## src/rtl/pipe_pkg.sv

```systemverilog
// Shared constants and helpers for the elastic pipeline-stage register.
package pipe_pkg;

   // addi x0,x0,0 -- the canonical RV32I bubble
   localparam logic [31:0] RV_NOP_INSTR = 32'h0000_0013;

   // Occupancy FSM encoding
   localparam logic [1:0] ST_EMPTY = 2'd0;
   localparam logic [1:0] ST_ONE   = 2'd1;
   localparam logic [1:0] ST_TWO   = 2'd2;

   // Number of entries held in a given occupancy state
   function automatic logic [1:0] state_count(input logic [1:0] st);
      case (st)
         ST_ONE:  state_count = 2'd1;
         ST_TWO:  state_count = 2'd2;
         default: state_count = 2'd0;
      endcase
   endfunction

endpackage

```

## src/rtl/pipe_entry_reg.sv

```systemverilog
// Single pipeline entry: valid flag plus ctrl/instr/data payload.
// A clear turns the entry into a bubble (ctrl=0, instr=NOP) but keeps data.
module pipe_entry_reg #(
   parameter int                 CTRL_W    = 8,
   parameter int                 INSTR_W   = 32,
   parameter int                 DATA_W    = 192,
   parameter logic [INSTR_W-1:0] NOP_INSTR = '0
) (
   input  logic               i_clk,
   input  logic               i_rst,
   input  logic               load,
   input  logic               clr,
   input  logic [CTRL_W-1:0]  d_ctrl,
   input  logic [INSTR_W-1:0] d_instr,
   input  logic [DATA_W-1:0]  d_data,
   output logic               q_vld,
   output logic [CTRL_W-1:0]  q_ctrl,
   output logic [INSTR_W-1:0] q_instr,
   output logic [DATA_W-1:0]  q_data
);

   logic               vld_reg;
   logic [CTRL_W-1:0]  ctrl_reg;
   logic [INSTR_W-1:0] instr_reg;
   logic [DATA_W-1:0]  data_reg;

   // Load a new valid entry, or collapse to a bubble; load wins over clear
   always_ff @(posedge i_clk or posedge i_rst) begin
      if (i_rst) begin
         vld_reg   <= 1'b0;
         ctrl_reg  <= '0;
         instr_reg <= NOP_INSTR;
         data_reg  <= '0;
      end else if (load) begin
         vld_reg   <= 1'b1;
         ctrl_reg  <= d_ctrl;
         instr_reg <= d_instr;
         data_reg  <= d_data;
      end else if (clr) begin
         vld_reg   <= 1'b0;
         ctrl_reg  <= '0;
         instr_reg <= NOP_INSTR;
      end
   end

   assign q_vld   = vld_reg;
   assign q_ctrl  = ctrl_reg;
   assign q_instr = instr_reg;
   assign q_data  = data_reg;

endmodule

```

## src/rtl/pipe_stage_elastic.sv

```systemverilog
// Elastic pipeline-stage register with valid/ready handshake, flush and
// bubble injection. SKID=1 gives a two-entry skid buffer with registered o_rdy.
module pipe_stage_elastic
   import pipe_pkg::*;
#(
   parameter int                 CTRL_W    = 8,
   parameter int                 DATA_W    = 192,
   parameter int                 INSTR_W   = 32,
   parameter logic [INSTR_W-1:0] NOP_INSTR = INSTR_W'(RV_NOP_INSTR),
   parameter bit                 SKID      = 1'b1,
   parameter int                 CNT_W     = 16
) (
   input  logic               i_clk,
   input  logic               i_rst,
   input  logic               i_flush,
   input  logic               i_vld,
   output logic               o_rdy,
   input  logic [CTRL_W-1:0]  i_ctrl,
   input  logic [INSTR_W-1:0] i_instr,
   input  logic [DATA_W-1:0]  i_data,
   output logic               o_vld,
   input  logic               i_rdy,
   output logic [CTRL_W-1:0]  o_ctrl,
   output logic [INSTR_W-1:0] o_instr,
   output logic [DATA_W-1:0]  o_data,
   output logic [1:0]         o_count,
   output logic [CNT_W-1:0]   o_stall_cnt
);

   logic             head_vld;
   logic             skid_vld;
   logic             acc;
   logic             pop;
   logic [1:0]       state_reg;
   logic [1:0]       state_next;
   logic [CNT_W-1:0] stall_cnt_reg;

   // Input taken during a flush is dropped, so it never counts as accepted
   assign acc   = i_vld & o_rdy & ~i_flush;
   assign pop   = head_vld & i_rdy;
   assign o_vld = head_vld;

   generate
      if (SKID) begin : g_skid
         logic               head_load, head_clr, head_from_skid;
         logic               skid_load, skid_clr;
         logic [CTRL_W-1:0]  skid_ctrl;
         logic [INSTR_W-1:0] skid_instr;
         logic [DATA_W-1:0]  skid_data;

         // o_rdy depends only on the registered skid valid flag
         assign o_rdy          = ~skid_vld;
         assign head_from_skid = pop & skid_vld & ~i_flush;
         assign head_load      = head_from_skid | (acc & (~head_vld | pop));
         assign head_clr       = i_flush | pop;
         assign skid_load      = acc & head_vld & ~pop;
         assign skid_clr       = i_flush | head_from_skid;

         pipe_entry_reg #(
            .CTRL_W(CTRL_W), .INSTR_W(INSTR_W), .DATA_W(DATA_W), .NOP_INSTR(NOP_INSTR)
         ) u_head (
            .i_clk   (i_clk),
            .i_rst   (i_rst),
            .load    (head_load),
            .clr     (head_clr),
            .d_ctrl  (head_from_skid ? skid_ctrl  : i_ctrl),
            .d_instr (head_from_skid ? skid_instr : i_instr),
            .d_data  (head_from_skid ? skid_data  : i_data),
            .q_vld   (head_vld),
            .q_ctrl  (o_ctrl),
            .q_instr (o_instr),
            .q_data  (o_data)
         );

         pipe_entry_reg #(
            .CTRL_W(CTRL_W), .INSTR_W(INSTR_W), .DATA_W(DATA_W), .NOP_INSTR(NOP_INSTR)
         ) u_skid (
            .i_clk   (i_clk),
            .i_rst   (i_rst),
            .load    (skid_load),
            .clr     (skid_clr),
            .d_ctrl  (i_ctrl),
            .d_instr (i_instr),
            .d_data  (i_data),
            .q_vld   (skid_vld),
            .q_ctrl  (skid_ctrl),
            .q_instr (skid_instr),
            .q_data  (skid_data)
         );
      end else begin : g_single
         assign skid_vld = 1'b0;
         // Combinational ready: a pop this cycle frees the slot for a new entry
         assign o_rdy    = ~head_vld | i_rdy;

         pipe_entry_reg #(
            .CTRL_W(CTRL_W), .INSTR_W(INSTR_W), .DATA_W(DATA_W), .NOP_INSTR(NOP_INSTR)
         ) u_head (
            .i_clk   (i_clk),
            .i_rst   (i_rst),
            .load    (acc),
            .clr     (i_flush | pop),
            .d_ctrl  (i_ctrl),
            .d_instr (i_instr),
            .d_data  (i_data),
            .q_vld   (head_vld),
            .q_ctrl  (o_ctrl),
            .q_instr (o_instr),
            .q_data  (o_data)
         );
      end
   endgenerate

   // Occupancy FSM; flush always empties the stage
   always_comb begin
      state_next = state_reg;
      if (i_flush) begin
         state_next = ST_EMPTY;
      end else begin
         case (state_reg)
            ST_EMPTY: if (acc) state_next = ST_ONE;
            ST_ONE: begin
               if (acc & ~pop)      state_next = ST_TWO;
               else if (pop & ~acc) state_next = ST_EMPTY;
            end
            ST_TWO:   if (pop) state_next = ST_ONE;
            default:  state_next = ST_EMPTY;
         endcase
      end
   end

   // Occupancy state register
   always_ff @(posedge i_clk or posedge i_rst) begin
      if (i_rst) state_reg <= ST_EMPTY;
      else       state_reg <= state_next;
   end

   assign o_count = state_count(state_reg);

   // Saturating count of downstream-stalled cycles; flush does not clear it
   always_ff @(posedge i_clk or posedge i_rst) begin
      if (i_rst) begin
         stall_cnt_reg <= '0;
      end else if (head_vld & ~i_rdy & ~(&stall_cnt_reg)) begin
         stall_cnt_reg <= stall_cnt_reg + CNT_W'(1);
      end
   end

   assign o_stall_cnt = stall_cnt_reg;

endmodule

```

## config.mk

```make
export PLATFORM = sky130hd
export DESIGN_NAME = pipe_stage_elastic
export DESIGN_NICKNAME = d
export VERILOG_FILES = /design/src/rtl/pipe_pkg.sv /design/src/rtl/pipe_entry_reg.sv /design/src/rtl/pipe_stage_elastic.sv
export SDC_FILE = /design/constraint.sdc
export NUM_CORES = 1
export LEC_CHECK = 0
export CAP_MARGIN = 20
export CELL_PAD_IN_SITES_DETAIL_PLACEMENT = 1
export CELL_PAD_IN_SITES_GLOBAL_PLACEMENT = 1
export CORE_ASPECT_RATIO = 1.2
export CORE_MARGIN = 2
export CORE_UTILIZATION = 40
export CTS_BUF_LIST = sky130_fd_sc_hd__clkbuf_16
export DETAILED_ROUTE_END_ITERATION = 16
export HOLD_SLACK_MARGIN = 0.05
export PLACE_DENSITY = 0.92
export SLEW_MARGIN = 10
export SYNTH_ARGS = -nofsm -noshare
export SYNTH_HDL_FRONTEND = slang
export SYNTH_SLANG_ARGS = --single-unit
```

## constraint.sdc

```tcl
create_clock -name i_clk -period 35.9 [get_ports i_clk]
set_input_delay 5.385 -clock i_clk [delete_from_list [all_inputs] [get_ports i_clk]]
set_output_delay 5.385 -clock i_clk [all_outputs]
set_load 0.05 [all_outputs]
```

# Yosys cells after proc, flatten, opt, wreduce, memory -nomap -nowiden
# Index checks and enable logic that the tools add are counted.
# op_classes
n_eq_ne	5
bitwise	23
add_sub_neg	1
mux	22
reduce_logical	5
# ops
cell	n
192-bit 2-to-1 mux	1
32-bit 2-to-1 mux	5
8-bit 2-to-1 mux	5
16-bit by 1-bit adder with 16-bit output (second input constant)	1
16-bit AND reduction	1
1-bit AND	12
2-bit 2-to-1 mux	5
1-bit inverter	7
3-bit != test (second input constant)	2
2-bit one-hot mux with 3 select lines	1
1-bit 2-to-1 mux	4
4-bit != test (second input constant)	1
1-bit OR	4
2-bit one-hot mux with 2 select lines	1
2-bit nonzero test	2
3-bit AND reduction	1
2-bit by 1-bit equality test with 1-bit output (second input constant)	1
2-bit equality test (second input constant)	1
2-bit zero test	1
# word_totals
regBits	484
input_bits	237

# Depth between registers and ports, before layout
# logic_depth
ltp_word	9
ltp_mapped	9
depth_no_buf	5

# By module
# From an unflattened synthesis, not the netlist that was laid out.
# unflattened
hier_cells	1500
area_unflattened_um2	23501.3
# modules_own_cells
module	seq_area_each_um2	area_per_inst_um2	instances	cells_per_inst
pipe_entry_reg	5834.3	9491.6	2	573
pipe_stage_elastic	450.4	4518.1	1	354

# Least setup slack after synthesis
# No wires, ideal clock.
# synth_path
path_type	input-to-reg
start	input port i_rdy
end	register g_skid.u_skid.data_reg[9] (netlist: g_skid.u_skid.q_data[9])
path_stages	8
setup_ns	0.117
t_arrival_ns	6.525
required_ns	35.783
path_slack_ns	29.258
cell_sequence	nand2b_1 buf_2 or3_1 buf_2 buf_2 buf_2 nand2_1 nand2_1
# synth_via
elab_chain_len	3
# synth_rtl
item	line	text
start, declared	pipe_stage_elastic.sv:22	input logic i_rdy,
1-bit AND	pipe_stage_elastic.sv:40	assign pop = head_vld & i_rdy;
1-bit inverter	pipe_stage_elastic.sv:56	assign skid_load = acc & head_vld & ~pop;
1-bit AND	pipe_stage_elastic.sv:56	
end signal, assigned	pipe_entry_reg.sv:38	data_reg <= d_data;
end, declared	pipe_entry_reg.sv:25	logic [DATA_W-1:0] data_reg;
# Every way passes these cells.
# A chain may end at the register's enable or synchronous reset.

# Final worst setup path
# layout_path
start	input port i_flush
end	register g_skid.u_head.instr_reg[19] (netlist: g_skid.u_head.q_instr[19])
# layout_via
elab_chain_len	5
word_cells_on_any_way	9
classes_between	mux: 2; bitwise: 6; reduce/logical: 1
# layout_rtl
item	line	text
start, declared	pipe_stage_elastic.sv:15	input logic i_flush,
1-bit inverter	pipe_stage_elastic.sv:39, pipe_stage_elastic.sv:53	
1-bit AND	pipe_stage_elastic.sv:39	assign acc = i_vld & o_rdy & ~i_flush;
1-bit AND	pipe_stage_elastic.sv:54	assign head_load = head_from_skid | (acc & (~head_vld | pop));
1-bit OR	pipe_stage_elastic.sv:54	
32-bit 2-to-1 mux or 2-bit nonzero test (tied branches)	-	
end signal, assigned	pipe_entry_reg.sv:37	instr_reg <= d_instr;
end, declared	pipe_entry_reg.sv:24	logic [INSTR_W-1:0] instr_reg;
# Several ways; a longest one is shown, not always the timed one.

==> metrics.log <==
INFO  metric post-route-worst-setup-slack = 27830 ps
INFO  metric rows = 90
INFO  metric detail_route.drc_violations = 0
INFO  metric run_status = complete, no violations
INFO  metric timing.clock.skew = 10.8 ps
INFO  metric ys_warn_count = 0
INFO  metric rsz_0062_raised_after_global_routing = false
INFO  metric synth-adder-area-share = 0.0622%
INFO  metric ir_drop = 0.0426 mV
INFO  metric tritoncts_buffers = 50
INFO  metric core_area = 50000 µm²
INFO  metric maxSlewViolCount = 0
INFO  metric finalSetupViolCount = 0
INFO  metric synth_xor_xnor_area_share = 0.609%
INFO  metric timing.critical_path.cells = clkdlybuf4s50_1 > or3_4 > buf_16 > buf_4 > mux2i_1 > o21ai_0
INFO  metric combinational_family_with_the_most_area_after_synthesis = simple AND/OR/NAND/NOR gates
INFO  metric stdcell_count = 3334
INFO  metric synthFlopType = sky130_fd_sc_hd__dfrtp_1
INFO  metric cap_viol_max_count = 0
INFO  metric first_global_vias = 20.1k
INFO  metric dieWidth = 209 µm
INFO  metric postCtsSetupRepairBufs = 0
INFO  metric grt-ovfl-total = 0
INFO  metric gp_weighted_congestion = 0.825
INFO  metric drt-wirelength-per-cell = 21.3 µm
INFO  metric startpoint = i_flush
INFO  metric synthArstFlopShare = 100%
INFO  metric synthDominantAreaCellType = sky130_fd_sc_hd__dfrtp_1
INFO  metric groute.usage.overall = 26.9%
INFO  metric setup-tns-final = 0 ps
INFO  metric dieHeight = 250 µm
INFO  metric worst_path_dominant_cell_family = buffers and inverters
INFO  metric final_nets = 2889
INFO  metric clock_latency = 590 ps
INFO  metric power.static_leakage = 12.6 nW
INFO  metric start_kind = input port
INFO  metric via_per_inst = 5.47
INFO  metric yosys-mux-area-fraction = 1.95%
INFO  metric post_synth_and_or_nand_nor_area_fraction = 23.9%
INFO  metric criticalPathCategory = in -> reg
INFO  metric top_level_ports = 489
INFO  metric timing.critical_path.fanout_max = 82
INFO  metric synth_unique_cells = 41
INFO  metric finalWirelength = 71000 µm
INFO  metric max_slew_margin = 23.7%
INFO  metric worst_slew_pin_slew = 1140 ps
INFO  metric min_path_type = reg -> reg
INFO  metric clock_tree.buffer_depth = 3
INFO  metric hold_violations = 0
INFO  metric pre_cts_slack = 26960 ps
INFO  metric syn_nets = 2479
INFO  metric hold_slack = 475 ps
INFO  metric finalWorstPathRequiredPeriod = 8070 ps
INFO  metric clock_transition_at_the_registers_of_the_reported_paths = 70 ps
INFO  metric post-route-period-util = 22.5%
INFO  metric wire_length_of_the_first_global_routing_pass = 111000 µm
INFO  metric final_area = 27100 µm²
INFO  metric critPathRequiredTime = 36350 ps
INFO  metric path_buf_inv = 3
INFO  metric power_per_cell_area = 63.7 nW/µm²
INFO  metric tritoncts = done
INFO  metric post_synth_instance_area = 20100 µm²
INFO  metric drtPass1Iterations = 4
INFO  metric final_layout_size_suffix_gt1_share = 4.28%
INFO  metric pin_count_of_the_biggest_net_entering_global_routing = 146
INFO  metric synthesis.instances = 2241
INFO  metric cts.sink_count = 484
INFO  metric timing.rr.start = g_skid.u_head.q_vld
INFO  metric timing.critical_path.arrival = 8520 ps
INFO  metric vias = 18.2k
INFO  metric place_hpwl = 45800 µm
INFO  metric cells_taking_the_most_area_after_synthesis = sky130_fd_sc_hd__dfrtp_1, sky130_fd_sc_hd__nand2_1, sky130_fd_sc_hd__a31oi_1, sky130_fd_sc_hd__nor2_1, sky130_fd_sc_hd__buf_2
INFO  metric holdCritStartpoint = g_skid.u_skid.q_data[130]
INFO  metric placedCellCount = 3237
INFO  metric max_clock_freq = 124 MHz
INFO  metric drt_first_iter_violations = 1128
INFO  metric category_of_the_worst_setup_path_capture_point = flip-flop
INFO  metric grt_antenna_before_repair = 4
INFO  metric synth_compound_area_share = 9.50%
INFO  metric cts_hold_repair.buffers = 0
INFO  metric initial_cell_density_of_the_core = 40.2%
INFO  metric syn_avg_cell_area = 8.98 µm²
INFO  metric clock_tree.htree_level_count = 2
INFO  metric place_area = 25300 µm²
INFO  metric synth-edff-count = 0
INFO  metric critical_path.max_stage_delay = 880 ps
INFO  metric yosysSeqAreaShare = 60.2%
INFO  metric cts.repair.resized = 0
INFO  metric crit_slowest_cell = sky130_fd_sc_hd__clkdlybuf4s50_1
INFO  metric drtAntennaViolNets = 0
INFO  metric ys_ff_latch = 484
INFO  metric area.growth.synth_to_final = 34.5%
INFO  metric fp.dieArea = 52100 µm²
INFO  metric clk_root_buffer_cell = sky130_fd_sc_hd__clkbuf_16
INFO  metric port_buffers = 488
INFO  metric synthDominantCellAreaShare = 59.4%
worst reg2reg max path, stage by stage (launching register included):
cell and delay, ps:
sky130_fd_sc_hd__dfrtp_1 500, sky130_fd_sc_hd__nor2b_1 310, sky130_fd_sc_hd__a211oi_4 250, sky130_fd_sc_hd__buf_4 780, sky130_fd_sc_hd__buf_4 500, sky130_fd_sc_hd__buf_16 340
sky130_fd_sc_hd__nor2_1 160, sky130_fd_sc_hd__a31oi_1 240
synth_stat cells, types with 3 or more instances:
| cell type | number |
|---|---|
| sky130_fd_sc_hd__nand3_1 | 43 |
| sky130_fd_sc_hd__dfstp_2 | 6 |
| sky130_fd_sc_hd__xnor2_1 | 12 |
| sky130_fd_sc_hd__nand2b_1 | 4 |
| sky130_fd_sc_hd__nor3_1 | 4 |
| sky130_fd_sc_hd__nand4_1 | 3 |
| sky130_fd_sc_hd__buf_1 | 5 |
| sky130_fd_sc_hd__nor4_1 | 4 |
| sky130_fd_sc_hd__nand2_1 | 976 |
| sky130_fd_sc_hd__nor2b_1 | 3 |
| sky130_fd_sc_hd__o21ai_0 | 40 |
| sky130_fd_sc_hd__a22o_1 | 37 |
| sky130_fd_sc_hd__buf_2 | 98 |
| sky130_fd_sc_hd__buf_4 | 3 |
| sky130_fd_sc_hd__clkbuf_1 | 51 |
| sky130_fd_sc_hd__mux2i_1 | 38 |
| sky130_fd_sc_hd__o22a_1 | 4 |
| sky130_fd_sc_hd__inv_1 | 6 |
| sky130_fd_sc_hd__a31oi_1 | 196 |
| sky130_fd_sc_hd__nor2_1 | 196 |
| sky130_fd_sc_hd__dfrtp_1 | 478 |
| sky130_fd_sc_hd__o21ai_1 | 8 |
| sky130_fd_sc_hd__a21oi_1 | 3 |
area by class of cell:
| cell class | count | area, µm² |
|---|---|---|
| fill | 5578 | 22900 |
| sequential | 484 | 12100 |
| multi-input combinational | 1594 | 7290 |
| timing repair buffer | 515 | 5200 |
| clock buffer | 51 | 1280 |
| tap | 644 | 806 |
| clock inverter | 37 | 323 |
| inverter | 6 | 30.0 |
| antenna | 3 | 7.51 |
layout by cell type (no fill, tap or decap), types with 3 or more instances in the layout:
master                            synthesis  layout
sky130_fd_sc_hd__nand2b_1                 4       4
sky130_fd_sc_hd__dfstp_2                  6       6
sky130_fd_sc_hd__o21ai_1                  8       8
sky130_fd_sc_hd__o21ai_0                 40      40
sky130_fd_sc_hd__mux2i_1                 38      38
sky130_fd_sc_hd__xnor2_1                 12      12
sky130_fd_sc_hd__nor4_1                   4       4
sky130_fd_sc_hd__diode_2                  0       3
sky130_fd_sc_hd__clkdlybuf4s50_1          0     488
sky130_fd_sc_hd__buf_16                   0       5
sky130_fd_sc_hd__bufinv_16                0       6
sky130_fd_sc_hd__clkinv_1                 0       5
sky130_fd_sc_hd__o22a_1                   4       4
sky130_fd_sc_hd__a31oi_1                196     196
sky130_fd_sc_hd__nand3_1                 43      43
sky130_fd_sc_hd__clkbuf_16                0      51
sky130_fd_sc_hd__buf_4                    3      21
sky130_fd_sc_hd__a22o_1                  37      37
sky130_fd_sc_hd__nand2_1                976     976
sky130_fd_sc_hd__inv_1                    6      18
sky130_fd_sc_hd__nor2b_1                  3       3
sky130_fd_sc_hd__nand4_1                  3       3
sky130_fd_sc_hd__clkinv_2                 0      10
sky130_fd_sc_hd__nor3_1                   4       4
sky130_fd_sc_hd__nor2_1                 196     196
sky130_fd_sc_hd__dfrtp_1                478     478
power by group:
group          leakage (nW)  internal [mW]  switching, mW
Sequential             5.89          0.656         0.0730
Combinational          5.91          0.159          0.312
Clock                 0.838          0.299          0.223
through the flow:
step	total power [mW]	util, %
2_1_floorplan	1.01	-
3_3_place_gp	1.17	50.6
3_5_place_dp	1.20	50.6
4_1_cts	1.73	53.8
5_1_grt	1.80	54.1
6_report	1.72	54.1
routing by layer:
layer	GRT usage, %	wire [µm]	vias to the layer above
met5	0	13	-
met4	14.2	3990	2
met3	6.81	4740	218
met2	47.2	36200	624
met1	30.0	26100	9258
li1	-	-	8138
final timing paths:
kind / endpoint / cells after the start / slack, ps
max: g_skid.u_head.q_instr[19] / 6 / 27830
min: g_skid.u_skid.q_data[130] / 2 / 470
max reg2reg: g_skid.u_head.q_data[12] / 7 / 32700
min reg2reg: g_skid.u_skid.q_data[130] / 2 / 470
max in group asynchronous: g_skid.u_head.q_data[0] / 5 / 28230
min in group asynchronous: g_skid.u_skid.q_data[123] / 2 / 5150
cells by family (layout without fill, tap and decap cells):
group                    count (synthesis)  in the layout
XOR/XNOR                                14             14
other                                    0              3
flip-flops                             484            484
multiplexers                            39             39
adder cells (fa/ha/maj)                  1              1
AND/OR/NAND/NOR                       1244           1244
buffers and inverters                  163            609
AO/OA/AOI/OAI                          296            296
Note: power is estimated with default switching activity, not from simulation.
